File: src/rtl/uart_tx_fifo_drain_pkg.sv
// Shared UART definitions: transmitter state encoding, timing defaults, latched frame format.
// Pure declarations, so it has no latency and no flow control.
package uart_tx_fifo_drain_pkg;

    localparam int unsigned TICKS_PER_BIT_DEF = 16;
    localparam int unsigned FIFO_LATENCY_DEF  = 2;

    typedef enum logic [2:0] {
        ST_IDLE   = 3'd0,
        ST_FETCH  = 3'd1,
        ST_WAIT   = 3'd2,
        ST_LOAD   = 3'd3,
        ST_START  = 3'd4,
        ST_DATA   = 3'd5,
        ST_PARITY = 3'd6,
        ST_STOP   = 3'd7
    } state_e;

    // Odd/even selection is folded into the precomputed parity bit, so it is not kept here.
    typedef struct packed {
        logic bit8;
        logic parity_en;
    } frame_cfg_t;

    function automatic logic [2:0] last_data_bit(input logic bit8);
        return bit8 ? 3'd7 : 3'd6;
    endfunction

endpackage

File: src/rtl/uart_tx_fifo_drain_parity_gen.sv
// UART parity bit over 7 or 8 data bits; shared by transmitter and receiver.
// Purely combinational: zero latency and no flow control.
module uart_parity_gen (
    input  logic [7:0] data,
    input  logic       bit8,
    input  logic       odd_n_even,
    output logic       parity
);

    logic [7:0] sent_bits;

    assign sent_bits = bit8 ? data : {1'b0, data[6:0]};
    assign parity    = (^sent_bits) ^ odd_n_even;

endmodule

File: src/rtl/uart_tx_fifo_drain.sv
// Drains one byte at a time from an external TX FIFO and serialises it as start/data/parity/stop.
// Frame starts FIFO_LATENCY+2 clocks after fifo_empty is seen low in IDLE; one read_n strobe per frame, no prefetch.
module uart_tx_fifo_drain
    import uart_tx_fifo_drain_pkg::*;
#(
    parameter int unsigned TICKS_PER_BIT = TICKS_PER_BIT_DEF,
    parameter int unsigned FIFO_LATENCY  = FIFO_LATENCY_DEF
) (
    input  logic       clock,
    input  logic       reset,
    input  logic       baud_tick,
    input  logic       bit8,
    input  logic       parity_en,
    input  logic       odd_n_even,
    input  logic       fifo_empty,
    input  logic [7:0] fifo_data,
    output logic       read_n,
    output logic       tx,
    output logic       tx_busy,
    output logic       frame_done
);

    localparam int unsigned TICK_W = (TICKS_PER_BIT > 1) ? $clog2(TICKS_PER_BIT) : 1;
    localparam int unsigned WAIT_W = 8;
    localparam logic [TICK_W-1:0] TICK_LAST = TICK_W'(TICKS_PER_BIT - 1);
    localparam logic [WAIT_W-1:0] WAIT_LAST =
        WAIT_W'((FIFO_LATENCY >= 2) ? (FIFO_LATENCY - 2) : 0);

    state_e             state_q,  state_d;
    logic [TICK_W-1:0]  tick_q,   tick_d;
    logic [2:0]         bit_q,    bit_d;
    logic [WAIT_W-1:0]  wait_q,   wait_d;
    logic [7:0]         shift_q,  shift_d;
    frame_cfg_t         cfg_q,    cfg_d;
    logic               parity_q, parity_d;
    logic               tx_q,     tx_d;

    logic               bit_end;
    logic               in_frame;
    logic               load_parity;

    uart_parity_gen u_parity_gen (
        .data       (fifo_data),
        .bit8       (bit8),
        .odd_n_even (odd_n_even),
        .parity     (load_parity)
    );

    assign in_frame = (state_q == ST_START) || (state_q == ST_DATA) ||
                      (state_q == ST_PARITY) || (state_q == ST_STOP);
    assign bit_end  = in_frame && baud_tick && (tick_q == TICK_LAST);

    always_comb begin
        state_d  = state_q;
        tick_d   = tick_q;
        bit_d    = bit_q;
        wait_d   = wait_q;
        shift_d  = shift_q;
        cfg_d    = cfg_q;
        parity_d = parity_q;

        if (in_frame && baud_tick) begin
            tick_d = (tick_q == TICK_LAST) ? '0 : tick_q + TICK_W'(1);
        end

        case (state_q)
            ST_IDLE: begin
                if (!fifo_empty) begin
                    state_d = ST_FETCH;
                end
            end
            ST_FETCH: begin
                wait_d  = '0;
                state_d = (FIFO_LATENCY > 1) ? ST_WAIT : ST_LOAD;
            end
            ST_WAIT: begin
                if (wait_q == WAIT_LAST) begin
                    state_d = ST_LOAD;
                end else begin
                    wait_d = wait_q + WAIT_W'(1);
                end
            end
            ST_LOAD: begin
                // Frame format is frozen here; later input changes only affect the next byte.
                shift_d         = fifo_data;
                cfg_d.bit8      = bit8;
                cfg_d.parity_en = parity_en;
                parity_d        = load_parity;
                tick_d          = '0;
                bit_d           = '0;
                state_d         = ST_START;
            end
            ST_START: begin
                if (bit_end) begin
                    state_d = ST_DATA;
                end
            end
            ST_DATA: begin
                if (bit_end) begin
                    if (bit_q == last_data_bit(cfg_q.bit8)) begin
                        state_d = cfg_q.parity_en ? ST_PARITY : ST_STOP;
                    end else begin
                        bit_d   = bit_q + 3'd1;
                        shift_d = {1'b0, shift_q[7:1]};
                    end
                end
            end
            ST_PARITY: begin
                if (bit_end) begin
                    state_d = ST_STOP;
                end
            end
            ST_STOP: begin
                if (bit_end) begin
                    state_d = ST_IDLE;
                end
            end
            default: state_d = ST_IDLE;
        endcase
    end

    // The line level is decoded from the next state so tx changes exactly with the state register.
    always_comb begin
        tx_d = 1'b1;
        case (state_d)
            ST_START:  tx_d = 1'b0;
            ST_DATA:   tx_d = shift_d[0];
            ST_PARITY: tx_d = parity_d;
            default:   tx_d = 1'b1;
        endcase
    end

    always_ff @(posedge clock) begin
        if (reset) begin
            state_q  <= ST_IDLE;
            tick_q   <= '0;
            bit_q    <= '0;
            wait_q   <= '0;
            shift_q  <= '0;
            cfg_q    <= '0;
            parity_q <= 1'b0;
            tx_q     <= 1'b1;
        end else begin
            state_q  <= state_d;
            tick_q   <= tick_d;
            bit_q    <= bit_d;
            wait_q   <= wait_d;
            shift_q  <= shift_d;
            cfg_q    <= cfg_d;
            parity_q <= parity_d;
            tx_q     <= tx_d;
        end
    end

    assign tx         = tx_q;
    assign read_n     = (state_q != ST_FETCH);
    assign tx_busy    = (state_q != ST_IDLE);
    assign frame_done = (state_q == ST_STOP) && bit_end;

endmodule

File: config.mk
export PLATFORM = sky130hd
export DESIGN_NAME = uart_tx_fifo_drain
export DESIGN_NICKNAME = d
export VERILOG_FILES = /design/src/rtl/uart_tx_fifo_drain_pkg.sv /design/src/rtl/uart_tx_fifo_drain_parity_gen.sv /design/src/rtl/uart_tx_fifo_drain.sv
export SDC_FILE = /design/constraint.sdc
export NUM_CORES = 1
export LEC_CHECK = 0
export CAP_MARGIN = 20
export CORE_UTILIZATION = 59
export CTS_BUF_LIST = sky130_fd_sc_hd__clkbuf_8 sky130_fd_sc_hd__clkbuf_16
export CTS_CLUSTER_SIZE = 10
export DETAILED_ROUTE_END_ITERATION = 8
export PLACE_DENSITY = 0.84
export SLEW_MARGIN = 5
export SYNTH_ARGS = -nofsm -noshare
export SYNTH_HDL_FRONTEND = slang
export SYNTH_SLANG_ARGS = --single-unit
File: constraint.sdc
create_clock -name clock -period 3.4 [get_ports clock]
set_input_delay 0.85 -clock clock [delete_from_list [all_inputs] [get_ports clock]]
set_output_delay 0.85 -clock clock [all_outputs]
set_load 0.01 [all_outputs]
Word level (Yosys, flattened, before mapping)
Cells that the tools add are included.

word-level totals
  word-level logic and storage cells = 67
  output and inout port bits = 4
  register bits after elaboration = 30
  bits of input ports = 15

operators by class
  add/subtract/negate cells = 3
  reductions and logical operators = 15
  eq/ne operators = 16
  bitwise logic cells = 1
  mux-type cells = 22

operators with widths
  operator                                                                  number
  8-bit 2-to-1 mux                                                          4
  8-bit one-hot mux with 2 select lines                                     2
  3-bit 2-to-1 mux                                                          9
  3-bit one-hot mux with 8 select lines                                     1
  3-bit == test (second input constant)                                     7
  8-bit by 1-bit adder with 8-bit output (second input constant)            1
  8-bit zero test                                                           1
  8-bit XOR reduction                                                       1
  3-bit by 2-bit == test with 1-bit output (second input constant)          2
  2-bit inequality test (second input constant)                             3
  3-bit one-hot mux with 2 select lines                                     1
  4-bit by 1-bit adder with 4-bit output (second input constant)            1
  4-bit == test (second input constant)                                     1
  4-bit 2-to-1 mux                                                          1
  2-bit nonzero test                                                        2
  3-bit by 1-bit adder with 3-bit output (second input constant)            1
  3-bit by 1-bit == test with 1-bit output (second input constant)          1
  3-bit == test                                                             1
  1-bit logical AND                                                         3
  3-bit zero test                                                           1
  1-bit logical OR                                                          3
  1-bit 2-to-1 mux                                                          3
  3-bit by 1-bit inequality test with 1-bit output (second input constant)  1
  1-bit one-hot mux with 3 select lines                                     1
  5 further kinds                                                           5

Depth between registers and ports, before layout
  word-level depth = 10
  gate-level depth with buffers = 7
  depth with buffers taken out = 7

Cells and area by module
A second synthesis with hierarchy kept.

second synthesis, totals
  cell total of the unflattened synthesis = 182
  area, all modules = 1606.5 um2

modules (own cells, without submodules)
  module              instances  cells an instance  area each (um2)
  uart_tx_fifo_drain  1          174                1520.2
  uart_parity_gen     1          8                  86.3

Worst setup path after synthesis
OpenSTA, ideal clock, no wires.

  kind = input to output
  start point = input baud_tick
  end point = output frame_done
  arrival time = 1345 ps
  cell stages on the path = 4
  slack = 1205 ps
  data required time = 2550 ps
  path buffers = 1
  path through = and2_1 -> buf_4 -> nand2_1 -> nor2_1

on the way
  word-level cells in the longest chain between the ends = 3

ends and longest elaborated chain
  item                            RTL line                   text
  from (decl)                     uart_tx_fifo_drain.sv:11   input logic baud_tick,
  1-bit logical AND (2 in a row)  uart_tx_fifo_drain.sv:51   assign bit_end = in_frame && baud_tick && (tick_q == TICK_LAST);
  1-bit logical AND               uart_tx_fifo_drain.sv:158  assign frame_done = (state_q == ST_STOP) && bit_end;
  to (decl)                       uart_tx_fifo_drain.sv:20   output logic frame_done

No other way between the ends.

Final worst setup path
Ends and elaborated chain as after synthesis.

==> impl_metrics.yaml <==
layout:
  final_layout_size_suffix_gt1_frac: 0.0686
  syn_to_final_growth_pct: 16.4
  final_cells: 234
  nNetsFinal: 224
  final_core_util: 0.738
  num_antenna_cells: 0
timing:
  worst_pin_slew_ps: 598
  hold_violations: 0
  fin_ws_ps: 215
  setup_viol: 0
  skew_ps: 4.36
  fin_crit_sh: 0.937
  slew_violations: 0
  rsz0062_at_grt: "false"
  slew_headroom: 0.599
  fin_tns_setup_ps: 0
  fmax_ghz: 0.314
  whs_ps: 455
  min_period_ps: 3180
power:
  p_sw_mw: 0.186
  ir_worst_vdd_v: 0.000397
  internal-power_mw: 0.571
  power_frac_clock: 0.371
  power_frac_comb: 0.134
  netSwitchingFraction: 0.245
  p_leak_nw: 0.656
  p_seq_frac: 0.495
  pwr_density_cell_nw_per_um2: 410
cts:
  clock-sinks: 30
  cts_hold_buf: 0
  ctsHtreeMaxLevel: 2
  cts_repair_resize_count: 0
  cts_buffers: 5
  cts-root-buf: "clkbuf_8"
  clock_path_buffers: 2
  post_cts_buffers: 0
  cts_tree: "done"
  clk_latency_ps: 280
  cts.clk_slew.worst_paths_ps: 60
detailed_routing:
  drtIter0Drc: 29
  drc_errors: 0
  routed_wl_um: 3240
  viasPerCell: 5.87
  wl_per_cell_um: 13.8
  ant_nets: 0
  dr.pass1.iters: 4
  vias: 1374
critical_path:
  cp.required_ps: 2550
  path_class: "in2out"
  critical_path.cell_chain: "clkdlybuf4s50_1, and2_1, nand2_1, nor2_1, clkdlybuf4s50_1"
  cpMostUsedCell: "clkdlybuf4s50_1"
  crit_fanout: 4
  slowest_delay_ps: 560
  cp-end-kind: "primary output"
  worst_path_max_delay_cell: "clkdlybuf4s50_1"
  crit_arrival_ps: 2330
  r2r_slack_ps: 1430
  start_kind: "primary input"
global_routing:
  grt_use_met1: 0.307
  grt_use_met2: 0.422
  grt.busiest_layer: "met2"
  grt_pass1_vias: 1190
  overflow: 0
  grt_start_max_net_pins: 20
  grtUsageMet3: 0.0593
  grt_pass1_wl_um: 5150
  track_usage: 0.257
  antenna_found_initial: 0
synthesis:
  ys_async_sr_fraction: 0
  synth_top_family_by_area: "simple AND/OR/NAND/NOR gates"
  synth-seq-cells: 30
  synth_top_area_share: 0.379
  synthAdderAreaFrac: 0.0316
  synthDistinctLibCells: 50
  yosysWarnings: 0
  synth_seq_area_share: 0.379
  synth.area.top_cells: "dfxtp_1 38%, xnor2_1 6.6%, nand2_1 5.7%"
  netlist_instances: 188
  synthesis.nets: 207
  synth-edff-count: 0
  synth-compound-area-share: 0.164
  ys.flop_type: "dfxtp_1"
  postSynthAreaPerCell_um2: 8.43
  synth_largest_area_cell: "dfxtp_1"
  synth_mux_area_frac: 0.00631
  syn_area_um2: 1590
  synthSimpleGateAreaFrac: 0.265
  synthXorXnorAreaFrac: 0.103
place:
  port_buffers: 18
  hpwl_um: 2320
  dp_slack_ps: 235
  dp.cells: 228
  routabilityCongestion: 0.773
worst_hold_path:
  hold_path_class: "reg2reg"
job:
  maxCapViolCount: 0
floorplanning:
  die-area_um2: 2900
  die_y_um: 53.8
  io_pins: 19
  core_um2: 2500
  start_util: 0.634
  fp.dieW_um: 53.8
  rows: 18
run_status:
  status: "finished clean"
[area by class of cell]
class / instances / area (µm²)
Clock buffer: 6 / 82.6
Sequential cell: 30 / 601
Inverter: 7 / 26.3
Multi-Input combinational cell: 141 / 903
Tap cell: 30 / 37.5
Timing Repair Buffer: 20 / 195
Fill cell: 200 / 654
[metrics by stage]
stage	total power, mW	cell area, µm²
after global routing	0.784	1850
after global placement	0.479	1760
after floorplan	0.447	1590
after CTS	0.759	1850
after detailed placement	0.482	1760
final	0.756	1850
[routing by layer]
metal	routed length, µm	vias to the layer above
met5	0	-
met4	74	0
met3	135	8
met2	1590	39
met1	1440	636
li1	-	691
[synth_stat cells (2+ instances only)]
master / count
a211oi_1: 2
a21oi_1: 14
a22oi_1: 6
a31oi_1: 2
and2_1: 2
and3_1: 5
buf_2: 2
buf_4: 2
clkbuf_1: 4
dfxtp_1: 30
ha_1: 4
inv_1: 7
nand2_1: 24
nand3_1: 4
nand3b_1: 2
nand4_1: 2
nor2_1: 17
nor2b_1: 4
nor3_1: 6
nor4_1: 2
nor4b_1: 2
o21ai_1: 2
or3_1: 2
xnor2_1: 12
xor2_1: 4
[registers in the layout, indices dropped and copies added, names as in the netlist]
register and cells:
parity_q 1, tick_q 4, wait_q 8, state_q 3, shift_q 8, bit_q 3, cfg_q 2, tx 1
[power groups by stage]
stage	combinational (mW)	sequential (mW)	clock [mW]
detailed placement	0.101	0.381	0
global route	0.111	0.376	0.297
global placement	0.0981	0.381	0
finish	0.101	0.374	0.281
floorplan	0.0756	0.371	0
CTS	0.101	0.374	0.284
[worst paths after layout]
kind	start	end	depth (start not counted)
max	baud_tick	frame_done	5
min	shift_q[3]	shift_q[3]	2
max reg2reg	state_q[2]	shift_q[5]	6
min reg2reg	shift_q[3]	shift_q[3]	2
[placed cells by master, fill, tap and decap left out, types with 2 or more instances in the layout]
master	Yosys	final
a211oi_1	2	2
a21oi_1	14	14
a22oi_1	6	6
a31oi_1	2	2
and2_1	2	2
and3_1	5	5
buf_4	2	2
clkbuf_8	0	6
clkdlybuf4s50_1	0	18
dfxtp_1	30	30
ha_1	4	4
inv_1	7	7
nand2_1	24	24
nand3_1	4	4
nand3b_1	2	2
nand4_1	2	2
nor2_1	17	17
nor2b_1	4	4
nor3_1	6	6
nor4_1	2	2
nor4b_1	2	2
o21ai_1	2	2
or3_1	2	2
xnor2_1	12	12
xor2_1	4	4
[worst max-delay path, delay by kind of cell]
kind	cells	cell delay [ps]
simple gates	3	400
buf+inv	2	1080
[cell families after synthesis]
family / Yosys count
flip-flops: 30
buffers and inverters: 17
AO/OA/AOI/OAI: 39
XOR/XNOR: 17
multiplexers: 1
AND/OR/NAND/NOR: 80
adder cells (fa/ha/maj): 4
(Power assumes the default switching activity.)
